--- src/rtl/expand_rr_sched_if.sv ---
// expand_rr_sched_if: requester/consumer bundle for the shared EXPAND scheduler.
// master = requesters + result consumer, slave = scheduler.
// Optional stats signals exist only when EXPAND_RR_SCHED_STATS_EN is defined.
interface expand_rr_sched_if #(
    parameter int NCH = 4,
    parameter int IDW = 2
);
    logic [NCH-1:0]   req;
    logic [8*NCH-1:0] sin_bus;
    logic [NCH-1:0]   law_bus;
    logic [NCH-1:0]   gnt;
    logic [13:0]      sout;
    logic [IDW-1:0]   chan;
    logic             valid;
    logic             ack;
    logic             busy;
`ifdef EXPAND_RR_SCHED_STATS_EN
    logic [15:0]      conv_cnt;
    logic             stall;

    modport master (output req, sin_bus, law_bus, ack,
                    input  gnt, sout, chan, valid, busy, conv_cnt, stall);
    modport slave  (input  req, sin_bus, law_bus, ack,
                    output gnt, sout, chan, valid, busy, conv_cnt, stall);
`else
    modport master (output req, sin_bus, law_bus, ack,
                    input  gnt, sout, chan, valid, busy);
    modport slave  (input  req, sin_bus, law_bus, ack,
                    output gnt, sout, chan, valid, busy);
`endif
endinterface

--- src/rtl/expand_rr_sched.sv ---
// expand_rr_sched: round-robin scheduler sharing one A-law/u-law -> 14-bit
// uniform PCM expander among NCH requesters. One result per 3 cycles at best:
// grant (IDLE) -> expand (CONV) -> hold result until ACK (RESP).
// Optional feature macro: EXPAND_RR_SCHED_STATS_EN adds conv_cnt / stall.
// NCH <= 2**IDW is required by the caller.

// Combinational G.711 expander, output is 14-bit two's complement.
// A-law magnitude is the 13-bit value scaled by 2 to share the u-law range.
module expand_rr_core (
    input  logic [7:0]  code,
    input  logic        law,
    output logic [13:0] pcm
);
    logic [7:0]  um, ax;
    logic [13:0] umag, amag, mag;
    logic [6:0]  abase;

    // decode magnitude for both laws and apply sign from code bit 7
    always_comb begin
        um    = ~code;
        umag  = ({8'd0, 1'b1, um[3:0], 1'b1} << um[6:4]) - 14'd33;
        ax    = code ^ 8'h55;
        abase = {(ax[6:4] != 3'd0), ax[3:0], 2'b10};
        amag  = (ax[6:4] > 3'd1) ? ({7'd0, abase} << (ax[6:4] - 3'd1))
                                 : {7'd0, abase};
        mag   = law ? amag : umag;
        pcm   = code[7] ? mag : (14'd0 - mag);
    end
endmodule

module expand_rr_sched #(
    parameter int NCH = 4,
    parameter int IDW = 2
) (
    input logic               clk,
    input logic               reset,
    expand_rr_sched_if.slave  bus
);
    typedef enum logic [1:0] {IDLE, CONV, RESP} state_t;

    state_t         state;
    logic [IDW-1:0] ptr;
    logic [7:0]     cap_sin;
    logic           cap_law;
    logic [IDW-1:0] cap_id;
    logic [13:0]    sout_q;
    logic [IDW-1:0] chan_q;
    logic           valid_q;
    logic           busy_q;

    logic           win_vld;
    logic [IDW-1:0] win_id;
    logic [IDW:0]   cand;
    logic [IDW-1:0] ptr_nxt;
    logic [NCH-1:0] gnt_c;
    logic [13:0]    exp_pcm;

    // first requester at or after ptr, wrapping modulo NCH
    always_comb begin
        win_vld = 1'b0;
        win_id  = '0;
        cand    = '0;
        for (int k = 0; k < NCH; k++) begin
            cand = {1'b0, ptr} + (IDW+1)'(k);
            if (cand >= (IDW+1)'(NCH))
                cand = cand - (IDW+1)'(NCH);
            if (!win_vld && bus.req[cand[IDW-1:0]]) begin
                win_vld = 1'b1;
                win_id  = cand[IDW-1:0];
            end
        end
    end

    // grant pulse only in IDLE and never while reset is asserted
    always_comb begin
        gnt_c = '0;
        if (state == IDLE && !reset && win_vld)
            gnt_c[win_id] = 1'b1;
    end

    assign ptr_nxt = (win_id == IDW'(NCH-1)) ? '0 : win_id + 1'b1;

    // the shared expander only ever sees the capture registers
    expand_rr_core u_exp (
        .code (cap_sin),
        .law  (cap_law),
        .pcm  (exp_pcm)
    );

    // scheduler FSM: capture on grant, register result, hold until ack
    always_ff @(posedge clk) begin
        if (reset) begin
            state   <= IDLE;
            ptr     <= '0;
            cap_sin <= '0;
            cap_law <= 1'b0;
            cap_id  <= '0;
            sout_q  <= '0;
            chan_q  <= '0;
            valid_q <= 1'b0;
            busy_q  <= 1'b0;
        end else begin
            case (state)
                IDLE: begin
                    if (win_vld) begin
                        cap_sin <= bus.sin_bus[8*win_id +: 8];
                        cap_law <= bus.law_bus[win_id];
                        cap_id  <= win_id;
                        ptr     <= ptr_nxt;
                        busy_q  <= 1'b1;
                        state   <= CONV;
                    end
                end
                CONV: begin
                    sout_q  <= exp_pcm;
                    chan_q  <= cap_id;
                    valid_q <= 1'b1;
                    state   <= RESP;
                end
                RESP: begin
                    if (bus.ack) begin
                        valid_q <= 1'b0;
                        busy_q  <= 1'b0;
                        state   <= IDLE;
                    end
                end
                default: begin
                    valid_q <= 1'b0;
                    busy_q  <= 1'b0;
                    state   <= IDLE;
                end
            endcase
        end
    end

    assign bus.gnt   = gnt_c;
    assign bus.sout  = sout_q;
    assign bus.chan  = chan_q;
    assign bus.valid = valid_q;
    assign bus.busy  = busy_q;

`ifdef EXPAND_RR_SCHED_STATS_EN
    logic [15:0] conv_cnt_q;

    // completed-transfer counter, saturating at all ones
    always_ff @(posedge clk) begin
        if (reset)
            conv_cnt_q <= '0;
        else if (valid_q && bus.ack && conv_cnt_q != 16'hFFFF)
            conv_cnt_q <= conv_cnt_q + 16'd1;
    end

    assign bus.conv_cnt = conv_cnt_q;
    assign bus.stall    = (state == RESP) && !bus.ack;
`endif
endmodule
--- src/flat_wrapper.sv ---
// flat-port wrapper written by rule: the top's interface ports become plain ports
module expand_rr_sched_flat 
#(
    parameter int NCH = 4,
    parameter int IDW = 2
)
  (clk, reset, bus_req, bus_sin_bus, bus_law_bus, bus_ack, bus_gnt, bus_sout, bus_chan, bus_valid, bus_busy);
  expand_rr_sched_if #(.NCH(NCH), .IDW(IDW)) bus_i ();
  input logic clk;
  input logic reset;
  input wire logic [$bits(bus_i.req)-1:0] bus_req;
  input wire logic [$bits(bus_i.sin_bus)-1:0] bus_sin_bus;
  input wire logic [$bits(bus_i.law_bus)-1:0] bus_law_bus;
  input wire logic [$bits(bus_i.ack)-1:0] bus_ack;
  output wire logic [$bits(bus_i.gnt)-1:0] bus_gnt;
  output wire logic [$bits(bus_i.sout)-1:0] bus_sout;
  output wire logic [$bits(bus_i.chan)-1:0] bus_chan;
  output wire logic [$bits(bus_i.valid)-1:0] bus_valid;
  output wire logic [$bits(bus_i.busy)-1:0] bus_busy;
  assign bus_i.req = bus_req;
  assign bus_i.sin_bus = bus_sin_bus;
  assign bus_i.law_bus = bus_law_bus;
  assign bus_i.ack = bus_ack;
  assign bus_gnt = bus_i.gnt;
  assign bus_sout = bus_i.sout;
  assign bus_chan = bus_i.chan;
  assign bus_valid = bus_i.valid;
  assign bus_busy = bus_i.busy;
  expand_rr_sched #(.NCH(NCH), .IDW(IDW)) u_core (.clk(clk), .reset(reset), .bus(bus_i));
endmodule
--- config.mk ---
export PLATFORM = sky130hd
export DESIGN_NAME = expand_rr_sched_flat
export DESIGN_NICKNAME = d
export VERILOG_FILES = /design/src/rtl/expand_rr_sched_if.sv /design/src/rtl/expand_rr_sched.sv /design/src/flat_wrapper.sv
export SDC_FILE = /design/constraint.sdc
export NUM_CORES = 1
export LEC_CHECK = 0
export ABC_CLOCK_PERIOD_IN_PS = 12800
export CAP_MARGIN = 30
export CORE_ASPECT_RATIO = 1.1
export CORE_MARGIN = 3
export CORE_UTILIZATION = 56
export CTS_CLUSTER_DIAMETER = 30
export DETAILED_ROUTE_END_ITERATION = 7
export MAX_ROUTING_LAYER = met4
export PLACE_DENSITY = 0.84
export SLEW_MARGIN = 10
export SYNTH_ARGS = -nofsm -noshare
export SYNTH_HDL_FRONTEND = slang
export SYNTH_SLANG_ARGS = --single-unit
export TNS_END_PERCENT = 5
--- constraint.sdc ---
create_clock -name clk -period 12.8 [get_ports clk]
set_input_delay 3.84 -clock clk [delete_from_list [all_inputs] [get_ports clk]]
set_output_delay 3.84 -clock clk [all_outputs]
set_load 0.03 [all_outputs]
==> flow_summary.toml, run 1 <==
[detailed_routing]
dr.pass1.iters = 4
drc_errors = 0
routedWlPerCell_um = 15.67
drt_iter0_markers = 262
vias = 3297
routed_wl_mm = 8.244
viasPerCell = 6.268
ant_nets = 0

[logic_synthesis]
synth_seq_cells = 33
synth_ff_type = "dfxtp_1"
synth-async-reset-ratio_pct = 0
avgSynthCellArea_sq_um = 7.538
yosysTopAreaCellShare_pct = 21.48
syn_inst = 408
netlist_area_sq_um = 3075
ys_top_cells_by_area = "dfxtp_1, mux2i_1, a21oi_1"
synth.largest_area_cell = "dfxtp_1"
ys_seq_area_share_pct = 21.48
synth_nets = 461
ys_warn_count = 0
synth_edf_count = 0
synth_cell_types = 66

[setup_path]
worstSetupEndpointType = "primary output"
crit_type = "primary input to primary output"
crit_chain = "clkdlybuf4s50_1 > a21oi_1 > o21a_1 > o22ai_1 > inv_1 > ha_1 > and2_1 > clkdlybuf4s50_1"
path_max_fanout = 7
worst_path_max_delay_cell = "clkdlybuf4s50_1"
slowest_delay_ns = 0.59
cp.required_ns = 8.96
cpMostUsedCell = "clkdlybuf4s50_1"
startpoint_type = "primary input"
crit_arrival_ns = 6.36

[placement]
gp_congestion = 0.9259
io_buffers = 64
placed_cell_area_sq_um = 3715
dp_hpwl_mm = 6.215
dp_slack_ns = 2.638

[power]
power_frac_clock_pct = 20.7
cellLeakagePower_nw = 1.416
power_density_nw_per_um2 = 145.7
power_switching_mw = 0.2343
ir_drop_uv = 75.50
power_frac_comb_pct = 54.3
seqPwrFrac_pct = 25.0
p_int_mw = 0.3263
swShare_pct = 41.79
total_power_mw = 0.5606

[clocking]
h-tree-depth = 2
clockBufferDepth = 2
post_cts_buffers = 0
clock_sinks = 33
cts_tree = "done"
numCtsBuffers = 5
ctsRootBufferMaster = "clkbuf_8"
ctsHoldBuffers = 0
clk_pin_slew_worst_paths_ns = 0.07
clk_latency_ns = 0.29
cts_resized = 0

[sta]
drv_slew = 0
min_period_ns = 10.20
post-route-period-util_pct = 79.70
fmax_mhz = 98.02
finalSetupViolCount = 0
setup_ws_ns = 2.598
hold_viol = 0
relSlewSlack_pct = 50.28
tns_ns = 0
rsz0062_at_grt = "false"
fin_worst_skew_ns = 0.006931
tightest_slew_ns = 0.7448

[grt]
antenna_found_initial = 0
grt-ovfl-total = 0
grt_pass1_wl_mm = 14.02
grt_pass1_vias = 3161
grt_start_max_net_pins = 37
track_usage_pct = 26.72

[final_layout]
final_common_cell = "clkdlybuf4s50_1"
antennaDiodeCount = 0
final_cell_mix = "clkdlybuf4s50_1, nor2_1, a21oi_1, dfxtp_1, nand2_1"
fin_nets = 506
final_layout_size_suffix_gt1_share_pct = 7.489
stdcell_area_sq_um = 3849
area_growth_pct = 25.14

[die]
core_region_area_sq_um = 5169
initial_core_util_pct = 59.50
die_height_um = 83.73
chipWidth_um = 76.66
rows = 27
die_area_sq_um = 6418
io-pin-count = 65

[status]
status = "finished clean"

[run]
drv_cap = 0

[min_path]
worst_hold_path_type = "flip-flop to flip-flop"
-- cells in the mapped netlist, drive strengths merged, types with 4 or more instances --
cell type  instances
nor2              41
a21oi             35
dfxtp             33
nand2             31
mux2i             25
o21ai             22
clkbuf            18
buf               15
inv               12
nand3             11
nor2b             11
o22ai             11
ha                10
mux2               8
nand2b             8
and2               7
xnor2              7
a211oi             5
a31oi              5
nor3               5
o211ai             5
o21a               5
a21o               4
nand4              4
o41ai              4
-- power groups by stage --
stage | Sequential (mW) | Combinational (mW) | Clock (mW)
after floorplan | 0.146 | 0.222 | 0
after global placement | 0.141 | 0.293 | 0
after detailed placement | 0.142 | 0.300 | 0
after CTS | 0.139 | 0.302 | 0.117
after global routing | 0.143 | 0.334 | 0.121
final | 0.140 | 0.304 | 0.116
-- layer usage --
layer  up-vias  track usage [%]  routed length (um)
li1       1595                -                   -
met1      1525            32.01                3532
met2       150            43.98                3949
met3        27            4.212                 472
met4         0            12.03                 290
met5         -                -                   0
-- sequential cells by signal, indices dropped and copies added (netlist names) --
register and cells:
u_core.ptr 2, u_core.cap_law 1, u_core.bus.sout 14, u_core.bus.busy 1, u_core.cap_id 2, u_core.bus.chan 2, u_core.state 2, u_core.bus.valid 1
u_core.cap_sin 8
-- metrics by stage --
step,hold WS [ns],cells,util [%]
after floorplan,0.4323,408,-
after global routing,0.4743,526,74.46
after CTS,0.4636,526,74.46
after detailed placement,0.4508,518,71.87
after global placement,0.4463,516,71.44
final,0.4602,526,74.46
-- kinds of logic after synthesis --
| family | Yosys count | synth area share [%] |
|---|---|---|
| and+or+nand+nor | 144 | 23.84 |
| AOI/OAI and AO/OA | 131 | 29.05 |
| buffers and inverters | 46 | 6.916 |
| muxes | 34 | 11.80 |
| DFF | 33 | 21.48 |
| xor gates and xnor gates | 10 | 2.848 |
| adders and majority gates | 10 | 4.068 |
-- critical path: cells and delay by family --
| family | cells | cell delay [ns] |
|---|---|---|
| buffers and inverters | 3 | 1.37 |
| AND/OR/NAND/NOR | 1 | 0.14 |
| adder cells (fa/ha/maj) | 1 | 0.25 |
| AO/OA/AOI/OAI | 3 | 0.76 |
-- layout make-up --
| cell class | instances | area (sq um) |
|---|---|---|
| Multi-Input combinational cell | 329 | 2215 |
| Sequential cell | 33 | 660.6 |
| Clock inverter | 3 | 65.06 |
| Fill cell | 419 | 1320 |
| Clock buffer | 5 | 68.82 |
| Timing Repair Buffer | 71 | 700.7 |
| Tap cell | 72 | 90.09 |
| Inverter | 13 | 48.80 |
-- final timing paths --
path                                         from             endpoint  slack, ns  depth (start not counted)
worst max-delay path                   bus_req[0]           bus_gnt[3]       2.60                          8
worst min-delay path              u_core.bus.busy      u_core.bus.busy       0.46                          2
worst max register to register  u_core.cap_sin[5]  u_core.bus.sout[11]       8.73                         10
worst min register to register    u_core.bus.busy      u_core.bus.busy       0.46                          2
(Power assumes the default switching activity.)
==> run 2, diff against run 1 <==
--- a/config.mk
+++ b/config.mk
@@ -5,15 +5,15 @@
 export SDC_FILE = /design/constraint.sdc
 export NUM_CORES = 1
 export LEC_CHECK = 0
-export ABC_CLOCK_PERIOD_IN_PS = 12800
+export ABC_CLOCK_PERIOD_IN_PS = 10500
 export CAP_MARGIN = 30
 export CORE_ASPECT_RATIO = 1.1
 export CORE_MARGIN = 3
-export CORE_UTILIZATION = 56
+export CORE_UTILIZATION = 52
 export CTS_CLUSTER_DIAMETER = 30
 export DETAILED_ROUTE_END_ITERATION = 7
 export MAX_ROUTING_LAYER = met4
-export PLACE_DENSITY = 0.84
+export PLACE_DENSITY = 0.78
 export SLEW_MARGIN = 10
 export SYNTH_ARGS = -nofsm -noshare
 export SYNTH_HDL_FRONTEND = slang
==> constraint.sdc (replaced) <==
create_clock -name clk -period 10.5 [get_ports clk]
set_input_delay 3.15 -clock clk [delete_from_list [all_inputs] [get_ports clk]]
set_output_delay 3.15 -clock clk [all_outputs]
set_load 0.03 [all_outputs]
==> flow_summary.toml, run 2 (synthesis results as in run 1) <==
[sta]
fin_worst_skew_ns = 0.01213
finalSetupViolCount = 0
rsz0062_at_grt = "false"
min_period_ns = 8.784
fmax_mhz = 113.8
setup_ws_ns = 1.716
drv_slew = 0
hold_viol = 0
post-route-period-util_pct = 83.66
whs_ns = 0.4535
tightest_slew_ns = 0.7335
relSlewSlack_pct = 51.03
tns_ns = 0

[clocking]
post_cts_buffers = 0
clockBufferDepth = 2
clk_latency_ns = 0.29
cts_resized = 0
ctsRootBufferMaster = "clkbuf_8"
h-tree-depth = 2
clk_pin_slew_worst_paths_ns = 0.07
clock_sinks = 33
ctsHoldBuffers = 0
numCtsBuffers = 5
cts_tree = "done"

[die]
initial_core_util_pct = 55.56
core_region_area_sq_um = 5535
io-pin-count = 65
die_area_sq_um = 6874
rows = 28
chipWidth_um = 79.33
die_height_um = 86.66

[setup_path]
cp.required_ns = 7.35
crit_arrival_ns = 5.63
slowest_delay_ns = 0.59
critical_path.top_delay_family = "buffers and inverters"
worst_path_max_delay_cell = "clkdlybuf4s50_1"
path_max_fanout = 7
cpMostUsedCell = "clkdlybuf4s50_1"
crit_type = "primary input to primary output"
crit_chain = "clkdlybuf4s50_1 > a21oi_1 > o21a_1 > o22ai_1 > inv_1 > ha_1 > and2_1 > clkdlybuf4s50_1"
path_buf_inv = 3
worstSetupEndpointType = "primary output"
startpoint_type = "primary input"

[detailed_routing]
viasPerCell = 5.974
drt_iter0_markers = 323
vias = 3160
dr.pass1.iters = 4
routedWlPerCell_um = 15.41
routed_wl_mm = 8.150
drc_errors = 0
ant_nets = 0

[grt]
track_usage_pct = 26.03
grt_start_max_net_pins = 36
grt-ovfl-total = 0
grt_pass1_wl_mm = 14.11
grt_pass1_vias = 3080
antenna_found_initial = 0

[placement]
io_buffers = 64
dp_hpwl_mm = 6.166
placed_cell_area_sq_um = 3711
dp_slack_ns = 1.785
numPlacedInstances = 521
gp_congestion = 0.9345

[final_layout]
final_layout_size_suffix_gt1_share_pct = 7.269
stdcell_area_sq_um = 3794
area_growth_pct = 23.35
fin_nets = 506
final_common_cell = "clkdlybuf4s50_1"
final_cell_mix = "clkdlybuf4s50_1, nor2_1, a21oi_1, dfxtp_1, nand2_1"
fin_cells = 529
final_util_pct = 68.54
largest_reg_flops = 14
nFillCells = 493
antennaDiodeCount = 0

[power]
cellLeakagePower_nw = 1.390
ir_drop_uv = 93.73
power_density_nw_per_um2 = 166.0
total_power_mw = 0.6298

[run]
drv_cap = 0

[status]
status = "finished clean"

[min_path]
worst_hold_path_type = "flip-flop to flip-flop"
run 2: area by class of cell:
| class | count | area (sq um) | share of cell area [%] |
|---|---|---|---|
| timing repair buffer | 71 | 693.2 | 18.27 |
| clock buffer | 6 | 72.57 | 1.913 |
| multi-input combinational | 329 | 2215 | 58.38 |
| clock inverter | 2 | 10.01 | 0.2639 |
| sequential | 33 | 660.6 | 17.41 |
| inverter | 13 | 48.80 | 1.286 |
| tap | 75 | 93.84 | 2.474 |
run 2: power by group:
group,internal (mW),total (mW),switching [mW]
Clock,0.0459,0.0912,0.0454
Sequential,0.144,0.172,0.0278
Combinational,0.159,0.366,0.208
run 2: routing by layer:
layer  vias to the layer above  global-route usage [%]  part of all wire (%)
li1                       1595                       -                     -
met1                      1459                   32.27                    45
met2                        99                   43.87                    49
met3                         7                   3.846                   5.3
met4                         0                   7.656                   1.1
met5                         -                       -                     0
run 2: worst reg2reg max path, stage by stage (launching register included):
cell and delay, ns:
dfxtp_1 0.79, inv_1 0.32, ha_1 0.52, or3_1 0.40, o211ai_1 0.13, a32o_1 0.27, nor4b_1 0.49, nand3_1 0.23
or4_1 0.45, o211ai_1 0.17, a31oi_1 0.09
run 2: worst paths after layout:
check	to	depth (start not counted)	from	slack [ns]
max	bus_gnt[3]	8	bus_req[0]	1.72
min	u_core.bus.sout[5]	2	u_core.bus.sout[5]	0.45
max reg2reg	u_core.bus.sout[11]	10	u_core.cap_sin[5]	6.54
min reg2reg	u_core.bus.sout[5]	2	u_core.bus.sout[5]	0.45
